<file path="src/rtl/fetch_unit_if.sv">
// fetch_unit_if: groups the fetch-stage control and result signals.
//   Decode/control side (master) drives: stall, inst_in, branch_taken,
//     branch_offset, jump, jump_index, jump_reg, jump_reg_target.
//   Fetch unit (slave) drives: pc, pc_plus4, inst, halted, misaligned,
//     retired_count, state_dbg (current FSM state, 0 = RUN, 1 = HALT).
// There is no valid/ready pair: every input is sampled on each rising
// clock edge, and stall is the only flow control. stall = 1 holds the PC
// and the retire counter for that cycle.
interface fetch_unit_if;
    logic        stall;
    logic [31:0] inst_in;
    logic        branch_taken;
    logic [15:0] branch_offset;
    logic        jump;
    logic [25:0] jump_index;
    logic        jump_reg;
    logic [31:0] jump_reg_target;
    logic [31:0] pc;
    logic [31:0] pc_plus4;
    logic [31:0] inst;
    logic        halted;
    logic        misaligned;
    logic [31:0] retired_count;
    logic        state_dbg;

    modport master (
        output stall, inst_in, branch_taken, branch_offset, jump, jump_index,
               jump_reg, jump_reg_target,
        input  pc, pc_plus4, inst, halted, misaligned, retired_count, state_dbg
    );

    modport slave (
        input  stall, inst_in, branch_taken, branch_offset, jump, jump_index,
               jump_reg, jump_reg_target,
        output pc, pc_plus4, inst, halted, misaligned, retired_count, state_dbg
    );
endinterface

</file>
<file path="src/rtl/fetch_unit.sv">
// fetch_unit: fetch stage of a single-cycle datapath.
//   It holds the word PC and selects the next PC with this priority:
//   jump_reg > jump > branch > sequential. It detects an all-zero
//   instruction and then freezes in HALT until reset.
// Ports:
//   clk   - rising-edge clock
//   reset - synchronous, active-high reset
//   bus   - fetch_unit_if.slave (selects/instruction in; pc, pc_plus4, inst,
//           halted, misaligned, retired_count and state_dbg out)
module fetch_unit #(
    parameter logic [31:0] RESET_PC     = 32'h0040_0000,
    parameter bit          HALT_ON_ZERO = 1'b1
) (
    input  logic          clk,
    input  logic          reset,
    fetch_unit_if.slave   bus
);
    typedef enum logic {RUN = 1'b0, HALT = 1'b1} state_e;

    state_e      state_q, state_d;
    logic [29:0] pc_q, pc_d;
    logic [31:0] cnt_q, cnt_d;
    logic        mis_q, mis_d;

    // The PC is held as a word address. All targets are formed at word
    // granularity, so the low two bits of pc are 0 by construction.
    logic [29:0] pc_inc_w;
    logic [29:0] br_target_w;
    logic [29:0] j_target_w;
    logic        is_zero_inst;

    assign pc_inc_w     = pc_q + 30'd1;
    assign br_target_w  = pc_inc_w + {{14{bus.branch_offset[15]}}, bus.branch_offset};
    assign j_target_w   = {pc_inc_w[29:26], bus.jump_index};
    assign is_zero_inst = HALT_ON_ZERO && (bus.inst_in == 32'h0);

    always_comb begin
        state_d = state_q;
        pc_d    = pc_q;
        cnt_d   = cnt_q;
        mis_d   = 1'b0;
        if (state_q == RUN && !bus.stall) begin
            if (is_zero_inst) begin
                // The end-of-program marker is not retired, and the PC stays on it.
                state_d = HALT;
            end else begin
                cnt_d = cnt_q + 32'd1;
                if (bus.jump_reg) begin
                    pc_d  = bus.jump_reg_target[31:2];
                    mis_d = (bus.jump_reg_target[1:0] != 2'b00);
                end else if (bus.jump) begin
                    pc_d = j_target_w;
                end else if (bus.branch_taken) begin
                    pc_d = br_target_w;
                end else begin
                    pc_d = pc_inc_w;
                end
            end
        end
    end

    always_ff @(posedge clk) begin
        if (reset) begin
            state_q <= RUN;
            pc_q    <= RESET_PC[31:2];
            cnt_q   <= 32'd0;
            mis_q   <= 1'b0;
        end else begin
            state_q <= state_d;
            pc_q    <= pc_d;
            cnt_q   <= cnt_d;
            mis_q   <= mis_d;
        end
    end

    assign bus.pc            = {pc_q, 2'b00};
    assign bus.pc_plus4      = {pc_inc_w, 2'b00};
    assign bus.inst          = bus.inst_in;
    assign bus.halted        = (state_q == HALT);
    assign bus.misaligned    = mis_q;
    assign bus.retired_count = cnt_q;
    assign bus.state_dbg     = state_q;
endmodule

</file>
<file path="src/flat_wrapper.sv">
// flat-port wrapper written by rule: the top's interface ports become plain ports
module fetch_unit_flat 
#(
    parameter logic [31:0] RESET_PC     = 32'h0040_0000,
    parameter bit          HALT_ON_ZERO = 1'b1
)
  (clk, reset, bus_stall, bus_inst_in, bus_branch_taken, bus_branch_offset, bus_jump, bus_jump_index, bus_jump_reg, bus_jump_reg_target, bus_pc, bus_pc_plus4, bus_inst, bus_halted, bus_misaligned, bus_retired_count, bus_state_dbg);
  fetch_unit_if bus_i ();
  input  logic clk;
  input  logic reset;
  input wire logic [$bits(bus_i.stall)-1:0] bus_stall;
  input wire logic [$bits(bus_i.inst_in)-1:0] bus_inst_in;
  input wire logic [$bits(bus_i.branch_taken)-1:0] bus_branch_taken;
  input wire logic [$bits(bus_i.branch_offset)-1:0] bus_branch_offset;
  input wire logic [$bits(bus_i.jump)-1:0] bus_jump;
  input wire logic [$bits(bus_i.jump_index)-1:0] bus_jump_index;
  input wire logic [$bits(bus_i.jump_reg)-1:0] bus_jump_reg;
  input wire logic [$bits(bus_i.jump_reg_target)-1:0] bus_jump_reg_target;
  output wire logic [$bits(bus_i.pc)-1:0] bus_pc;
  output wire logic [$bits(bus_i.pc_plus4)-1:0] bus_pc_plus4;
  output wire logic [$bits(bus_i.inst)-1:0] bus_inst;
  output wire logic [$bits(bus_i.halted)-1:0] bus_halted;
  output wire logic [$bits(bus_i.misaligned)-1:0] bus_misaligned;
  output wire logic [$bits(bus_i.retired_count)-1:0] bus_retired_count;
  output wire logic [$bits(bus_i.state_dbg)-1:0] bus_state_dbg;
  assign bus_i.stall = bus_stall;
  assign bus_i.inst_in = bus_inst_in;
  assign bus_i.branch_taken = bus_branch_taken;
  assign bus_i.branch_offset = bus_branch_offset;
  assign bus_i.jump = bus_jump;
  assign bus_i.jump_index = bus_jump_index;
  assign bus_i.jump_reg = bus_jump_reg;
  assign bus_i.jump_reg_target = bus_jump_reg_target;
  assign bus_pc = bus_i.pc;
  assign bus_pc_plus4 = bus_i.pc_plus4;
  assign bus_inst = bus_i.inst;
  assign bus_halted = bus_i.halted;
  assign bus_misaligned = bus_i.misaligned;
  assign bus_retired_count = bus_i.retired_count;
  assign bus_state_dbg = bus_i.state_dbg;
  fetch_unit #(.RESET_PC(RESET_PC), .HALT_ON_ZERO(HALT_ON_ZERO)) u_core (.clk(clk), .reset(reset), .bus(bus_i));
endmodule
</file>
<file path="config.mk">
export PLATFORM = sky130hd
export DESIGN_NAME = fetch_unit_flat
export DESIGN_NICKNAME = d
export VERILOG_FILES = /design/src/rtl/fetch_unit_if.sv /design/src/rtl/fetch_unit.sv /design/src/flat_wrapper.sv
export SDC_FILE = /design/constraint.sdc
export NUM_CORES = 1
export LEC_CHECK = 0
export ABC_AREA = 1
export CORE_UTILIZATION = 48
export DETAILED_ROUTE_END_ITERATION = 10
export PLACE_DENSITY = 0.83
export SLEW_MARGIN = 40
export SYNTH_ARGS = -nofsm -noshare
export SYNTH_HDL_FRONTEND = slang
export SYNTH_SLANG_ARGS = --single-unit
</file>
<file path="constraint.sdc">
create_clock -name clk -period 3.4 [get_ports clk]
set_input_delay 0.68 -clock clk [delete_from_list [all_inputs] [get_ports clk]]
set_output_delay 0.68 -clock clk [all_outputs]
set_load 0.01 [all_outputs]
</file>
==> impl_summary.md, run 1 <==
Critical path
Data arrives at the worst endpoint at around 3400 ps. Counting stages on the worst path, the most repeated cell is sky130_fd_sc_hd__nand2_1. For this design, the slowest cell found on the critical path is sky130_fd_sc_hd__dfxtp_2. The cell depth of the worst flop-to-flop path is 19.

By startpoint and endpoint, the worst setup path is classified as reg -> reg. Walking the worst path, the cells encountered are nand2_1, nor2_1, nand2_1, nor4_4, nand2_1, and2_1, ha_1, nand2_1, buf_4, nor2_1, nand2_1, inv_1, nand3_1, nand4_1, nand3_1, nand2_1, nand2_1, nand2_1, a21oi_1. Of all nets on the critical path, the largest fanout is 6.

The endpoint of the worst register-to-register path is u_core.pc_q[21]. The worst register-to-register path begins at u_core.pc_q[5]. STA puts the critical path data required time at 3600 ps. The number of buffer and inverter stages on the critical path is 2. On the critical path the largest part of the delay comes from simple AND/OR/NAND/NOR gates.

The maximum single-stage delay on the critical path is 400 ps. The critical path capture point type is a flip-flop. The worst reg-to-reg setup slack is around 160 ps. The launching element type of the critical path is a flip-flop.

Synthesis
The cell area after synthesis is about 7300 um^2. The number of flops mapped to enable cells by yosys is 0. The most used flip-flop cell after synthesis is sky130_fd_sc_hd__dfxtp_1. The count of distinct cell types in the synthesized netlist is 47. The most frequent cell after synthesis is sky130_fd_sc_hd__nand2_1. After synthesis, the cell types taking the most area are sky130_fd_sc_hd__nand2_1 23%, sky130_fd_sc_hd__dfxtp_1 18%, sky130_fd_sc_hd__inv_1 8.2%, sky130_fd_sc_hd__nor2_1 8.1%, sky130_fd_sc_hd__a21oi_1 7.4%. Summing the sequential cell areas from Yosys gives 17.6% of the chip area. The fraction of synthesis flops using an asynchronous set or reset pin is 0%. The synthesized instance count is around 1300. sky130_fd_sc_hd__nand2_1 takes more of the synthesized area than any other cell. The count of synthesis-stage warnings from yosys is 0. The share of Yosys cell area claimed by the top area cell type is roughly a quarter. The number of register bits inferred by synthesis is 64. The post-synthesis average cell area is ~5.5 um^2. Sorting the synthesized cells by how often they occur yields 455 x sky130_fd_sc_hd__nand2_1, 159 x sky130_fd_sc_hd__inv_1, 157 x sky130_fd_sc_hd__nor2_1, 108 x sky130_fd_sc_hd__a21oi_1, 68 x sky130_fd_sc_hd__nand3_1.

STA
The top achievable clock speed is 309 MHz. The worst path in the final design needs a cycle of between 3000 and 4000 ps, including I/O delays and setup. Setup violations remaining at the end of the flow were counted as 0.

The count of final hold-check violations came to 0. For the final routed database, the setup TNS stands at 0 ps. For the pin with the worst max-slew slack, the measured transition is approximately 730 ps. The portion of the clock cycle consumed by the worst path in the final layout is 95.2%. The clock arrives with around 10 ps of skew.

The number of max-slew violations in the final report is 0. The tightest slew margin relative to the limit is between 50% and 60%.

Clock network
The count of H-tree levels built during CTS is 3. The clock passes through at most 2 buffers. The clock transition at the registers of the reported paths is ~60 ps. The clock reaches the later pin of the worst-skew pair after around 340 ps. The root cell of the clock tree is sky130_fd_sc_hd__clkbuf_16. The clock tree from TritonCTS is yes. The total number of clock tree sinks is 64. The number of buffers created by CTS is 9.

Pwr
VDD sags by at most 0.259 mV. The static leakage power is about 4.5 nW. The power density over the cells is 291 nW/um^2.

Min path
The startpoint identified for the worst hold timing path is u_core.bus.halted. The endpoint of the worst hold-timing path is u_core.bus.halted. The type of the tightest min-delay check is reg -> reg. The worst hold path stage count is 2.

Global route
Entering global routing, the biggest net connects 43 pins. The met2 track utilization from global routing is between 60 and 70%. After global routing, the most crowded layer is met2.

Global routing used between 30% and 40% of the available tracks. The met1 track demand over resource in global routing is about 43%. The number of antenna violations at the first check in global routing is 1. The first global-routing pass estimated ~45000 um of wire.

For met3 alone, demand over resource in global routing was under 10%. Global routing finished with a remaining overflow of 0. The via count of the first global-routing pass was about 8600.

Floorplanning
The die area is ~16000 um^2. Measured along the x axis, the die boundary spans 125 um. The die span in y is 125 um.

The starting density of the core is between 40% and 50%. For this design the top-level I/O count stands at between 200 and 250. The row count is 44. The placeable core area is 14700 um^2.

Outcome
The checks that failed: design-rule violations. The flow ran to the end, but the final reports show violations.

Cells and area
0 antenna diodes ended up in the layout. Cells with a size suffix above 1 make up under 10% of the layout. The number of fill cells in the layout is ~1300. The number of nets in the finished design is approximately 1700.

Leaving out filler cells and counting taps, the final layout contains ~1700. The post-synthesis to final-layout area growth is 38.8%. The total non-filler cell area in the finished layout is 10100 um^2.

Detailed routing
The first-pass iteration count of the detailed router is 9. The first routing iteration left around 970 violations. The count of nets left with antenna violations after detail routing is 0. The count of vias placed by the detailed router is between 9000 and 10000. The DRC violation count after routing is 6. The average wire length per cell after detail routing is between 15 and 20 um. After detailed routing, the total wire length is 29100 um. The mean number of vias per cell is ~5.4.

Placed design
The routability congestion estimate from global placement is 1.07. The number of placed instances, taps included is around 1700. The HPWL after detailed placement is between 20000 and 25000 um. Port buffering added approximately 240 buffers. Summing all placed instances gives a cell area of ~9700 um^2.

Run
The max-cap violation count is 0.
## stage by stage
stage | power [mW] | utilization [%] | hold WS [ps] | worst slack [ps]
global route | 3.08 | 68.9 | 543 | -18.8
finish | 2.95 | 68.9 | 513 | 165
global placement | 1.89 | 66.0 | 491 | 57.8
floorplan | 1.42 | - | 488 | 572
detailed placement | 1.89 | 66.0 | 502 | -0.318
CTS | 2.90 | 68.2 | 516 | 89.0
## layer usage
layer	part of all wire [%]	up-vias
met5	0	-
met4	4.2	0
met3	8.3	83
met2	49	503
met1	39	4177
li1	-	4552
## worst max path at each step
stage                            to  slack [ps]  cells after the start                   from
detailed placement  u_core.pc_q[28]        -0.3                     10  bus_branch_offset[15]
floorplan           u_core.pc_q[20]         570                     21         u_core.pc_q[0]
global route        u_core.pc_q[28]         -20                     17         u_core.pc_q[9]
global placement    u_core.pc_q[21]          60                     19        u_core.pc_q[16]
finish              u_core.pc_q[21]         160                     19         u_core.pc_q[5]
CTS                 u_core.pc_q[18]          90                     19         u_core.pc_q[0]
## area by class of cell
class	instances	area (um^2)	share of cell area, %
clock inverters	7	93.8	0.926
repair buffers	268	2610	25.7
clock buffers	9	225	2.22
flip-flops and latches	64	1300	12.8
well taps	184	230	2.27
multi-input cells	1019	5030	49.7
inverters	170	638	6.30
## power breakdown
group	leakage, nW	internal, mW	switching (mW)	total (mW)
clock	0.152	0.642	0.381	1.02
combinational	3.87	0.483	0.610	1.09
sequential	0.527	0.782	0.0484	0.831
## registers in the layout, indices dropped and copies added, names as in the netlist
signal and flops:
u_core.bus.misaligned 1, u_core.pc_q 30, u_core.bus.retired_count 32, u_core.bus.halted 1
## cell families after synthesis
logic type / Yosys count / share of synthesized area, %
simple gates: 757 / 42.8
other cells: 1 / 0.0514
compound gates: 173 / 12.5
flops: 64 / 17.6
xor+xnor: 47 / 5.64
buf+inv: 239 / 14.9
fa+ha+maj: 38 / 6.62
## layout by cell type, fill, tap and decap left out, drive strengths merged, types with 7 or more instances in the layout
master / instances
nand2: 458
clkdlybuf4s50: 238
inv: 169
nor2: 163
a21oi: 109
nand3: 69
dfxtp: 64
o21ai: 49
ha: 37
xor2: 33
buf: 30
nor3: 28
nand4: 15
xnor2: 14
clkbuf: 9
nor4: 9
and2: 7
## worst register-to-register path, delay by kind of cell, from the launching register on
family	cells	cell delay, ps
DFF	1	400
buffers and inverters	2	260
AOI/OAI and AO/OA	1	50
adders and majority gates	1	380
and+or+nand+nor	15	2000
## repair_timing
item                                    CTS  global route
endpoints found under the setup margin    1            17
hold buffers                              0             0
gates resized for setup                   1            28
setup buffers                             0             1
pin swaps                                 0             2
(Power assumes the default switching activity.)
==> run 2, diff against run 1 <==
--- a/config.mk
+++ b/config.mk
@@ -6,6 +6,7 @@
 export NUM_CORES = 1
 export LEC_CHECK = 0
 export ABC_AREA = 1
+export CORE_MARGIN = 2
 export CORE_UTILIZATION = 48
 export DETAILED_ROUTE_END_ITERATION = 10
 export PLACE_DENSITY = 0.83
==> run 2 against run 1 <==
Effect of this change:
- core utilization down 1.2 points
- critical path type unchanged
- non-clock buffer count up 10
- clock power down 15%
- largest power group unchanged
- cell count up 0.81%
- the flow now finishes without violations
==> impl_summary.md, run 2 (synthesis gave the netlist of run 1 again) <==
Placed design
After detailed placement, the total cell area comes to 9780 um^2. The number of placed instances, taps included is around 1700. The routability congestion estimate from global placement is about 1.1. The half-perimeter wire length after detailed placement is around 25000 um.

Buffers placed on the I/O ports in this run total 238.

STA
Setup repair after global routing could not meet its margin everywhere. At the pin with the least slew margin, the transition time is slightly above 700 ps. The number of max-slew violations in the final report was 0. Between clock sinks in the finished design, the worst skew comes to between 8 and 9 ps. After layout, the minimum clock period comes to around 3200 ps. Setup violations remaining at the end of the flow were counted as 0. The worst pin sits at a relative slew slack of between 50% and 60%. The count of final hold-check violations is 0. The portion of the clock cycle consumed by the worst path in the final layout is ~94%. Timing would allow up to 312 MHz.

Cells and area
0 antenna diodes ended up in the layout. Of the cells placed in the final design, the portion with a size suffix greater than 1 is under 10%. In the layout the commonest cells are 452 x sky130_fd_sc_hd__nand2_1, 238 x sky130_fd_sc_hd__clkdlybuf4s50_1, 159 x sky130_fd_sc_hd__inv_1. The total non-filler cell area in the finished layout is 10200 um^2. The number of flip-flops in the largest register is 32.

Compared with the post-synthesis result, the final layout area differs by 39.6%. After the flow finishes, the layout carries non-filler instances totaling about 1700. The most common cell after layout, fill and taps aside is sky130_fd_sc_hd__nand2_1. The number of nets in the finished design is roughly 1700.

Global route
Entering global routing, the biggest net connects 53 pins. The wire length of the first global-routing pass is between 40000 and 50000 um. The global-route usage over all layers is 36.1%. The via count of the first global-routing pass is 8856. After global routing the overflow that remains totals 0. The number of antenna violations at the first check in global routing came to 0.

Critical path
The classification of the worst setup path is reg -> reg. In this run the register-to-register setup slack is ~200 ps. The critical path capture point type is a flip-flop. Data on the critical path is required at its endpoint by between 3000 and 4000 ps. STA classifies the critical path startpoint as a flip-flop. The data arrival at the endpoint of the critical path is between 3000 and 4000 ps. The largest driver fanout on the critical path is 4.

Detailed routing
The average wire length per cell after detail routing is about 17 um. The routed wire length is between 30000 and 40000 um. For this run, design rule violations remaining after detail routing come to 0. After detailed routing, the number of vias per cell comes to approximately 5.4. The count of vias placed by the detailed router is 9301. The first TritonRoute pass finished after 6 iterations. The count of nets left with antenna violations after detail routing is 0. The initial DRC count is 928.

Clock network
The H-tree generated during clock tree synthesis spans 3 levels. The clock passes through at most 2 buffers. The number of buffers created by CTS is 9.

Counting every sink on the clock net gives 64. TritonCTS built the clock tree. After clock tree synthesis, the clock-pin slew on the worst setup and hold paths is approximately 60 ps. The tree is rooted in a sky130_fd_sc_hd__clkbuf_16. At the later pin of the worst-skew pair, clock insertion delay measures 350 ps.

Pwr
The power density over the cells is approximately 280 nW/um^2. The worst IR drop on VDD is about 0.24 mV. In this run the static leakage power is about 4.6 nW.

Floorplanning
The die is between 100 and 150 um tall. After floorplanning, the core was divided into 45 placement rows. During I/O placement, the number of pins put on the boundary was about 240. The die covers 16200 um^2.

The die is roughly 130 um wide. The starting density of the core is between 40% and 50%. The placeable core area is ~15000 um^2.

Run
Across the run, the number of max-cap violations was 0.

Outcome
The flow ran to the end, and the final reports show no timing, DRC or antenna violations.

Min path
The type of the tightest min-delay check is reg -> reg.
[run 2: cell types whose count changed in the layout (fill, tap and decap cells not counted), moves of 2 or more]
cell and delta:
sky130_fd_sc_hd__xor2_2 +3, sky130_fd_sc_hd__nand2_1 -2, sky130_fd_sc_hd__bufinv_16 -2, sky130_fd_sc_hd__ha_4 -2, sky130_fd_sc_hd__dfxtp_1 +7, sky130_fd_sc_hd__nand2_2 +2, sky130_fd_sc_hd__nor2_2 +3, sky130_fd_sc_hd__xor2_1 -3
sky130_fd_sc_hd__buf_4 +9, sky130_fd_sc_hd__dfxtp_2 -7, sky130_fd_sc_hd__ha_1 +3, sky130_fd_sc_hd__nor2_1 -4
[run 2: cell type report]
class,count,area [um^2]
Inverter,170,638
Timing Repair Buffer,278,2700
Tap cell,188,235
Fill cell,1444,4850
Multi-Input combinational cell,1019,5050
Clock buffer,11,243
Sequential cell,64,1290
Clock inverter,5,32.5
[run 2: stage by stage]
stage	setup WS (ps)	hold slack [ps]	util [%]	setup TNS (ps)	total power, mW
2_1_floorplan	572	488	-	0	1.42
3_3_place_gp	-42.7	488	65.1	-42.7	1.92
3_5_place_dp	-74.5	492	65.1	-74.5	1.93
4_1_cts	25.7	502	66.9	0	2.79
5_1_grt	-16.8	543	67.7	-22.4	2.96
6_report	196	498	67.7	0	2.82
[run 2: routing by layer]
metal	global-route usage [%]	part of all wire [%]	up-vias
li1	-	-	4568
met4	16.2	4.5	0
met1	43.8	40	4151
met2	63.5	48	500
met3	5.07	7.6	82
met5	0	0	-
[run 2: what timing repair did]
action | CTS | global route
cloned | 0 | 0
endpoints found under the setup margin | 1 | 22
pin swaps | 0 | 2
setup buffers | 0 | 2
resized for setup | 1 | 29
hold buffers | 0 | 0
[run 2: path summary, 6_finish.rpt]
check                          startpoint                           end  cells past startpoint
max                        u_core.pc_q[8]               u_core.pc_q[25]                     20
min          u_core.bus.retired_count[31]  u_core.bus.retired_count[31]                      2
max reg2reg                u_core.pc_q[8]               u_core.pc_q[25]                     20
min reg2reg  u_core.bus.retired_count[31]  u_core.bus.retired_count[31]                      2
[run 2: worst max-delay path: stages, from the launching register on]
cell	delay (ps)
sky130_fd_sc_hd__dfxtp_1	420
sky130_fd_sc_hd__nand2_1	100
sky130_fd_sc_hd__nor2_1	150
sky130_fd_sc_hd__nand2_1	140
sky130_fd_sc_hd__nor2_1	120
sky130_fd_sc_hd__nand2_1	100
sky130_fd_sc_hd__xor2_1	230
sky130_fd_sc_hd__inv_1	130
sky130_fd_sc_hd__buf_4	160
sky130_fd_sc_hd__ha_1	350
sky130_fd_sc_hd__nand2_1	140
sky130_fd_sc_hd__nor2_1	230
sky130_fd_sc_hd__nand2_1	140
sky130_fd_sc_hd__nor2_1	100
sky130_fd_sc_hd__nand2_1	110
sky130_fd_sc_hd__nand3_1	120
sky130_fd_sc_hd__nand3_1	100
sky130_fd_sc_hd__nand2_1	80
sky130_fd_sc_hd__nand2_1	40
sky130_fd_sc_hd__nand2_1	60
sky130_fd_sc_hd__a21oi_1	60
[run 2: power by group]
group	switching, mW	internal [mW]
Clock	0.355	0.510
Combinational	0.632	0.496
Sequential	0.0464	0.781
Total	1.03	1.79
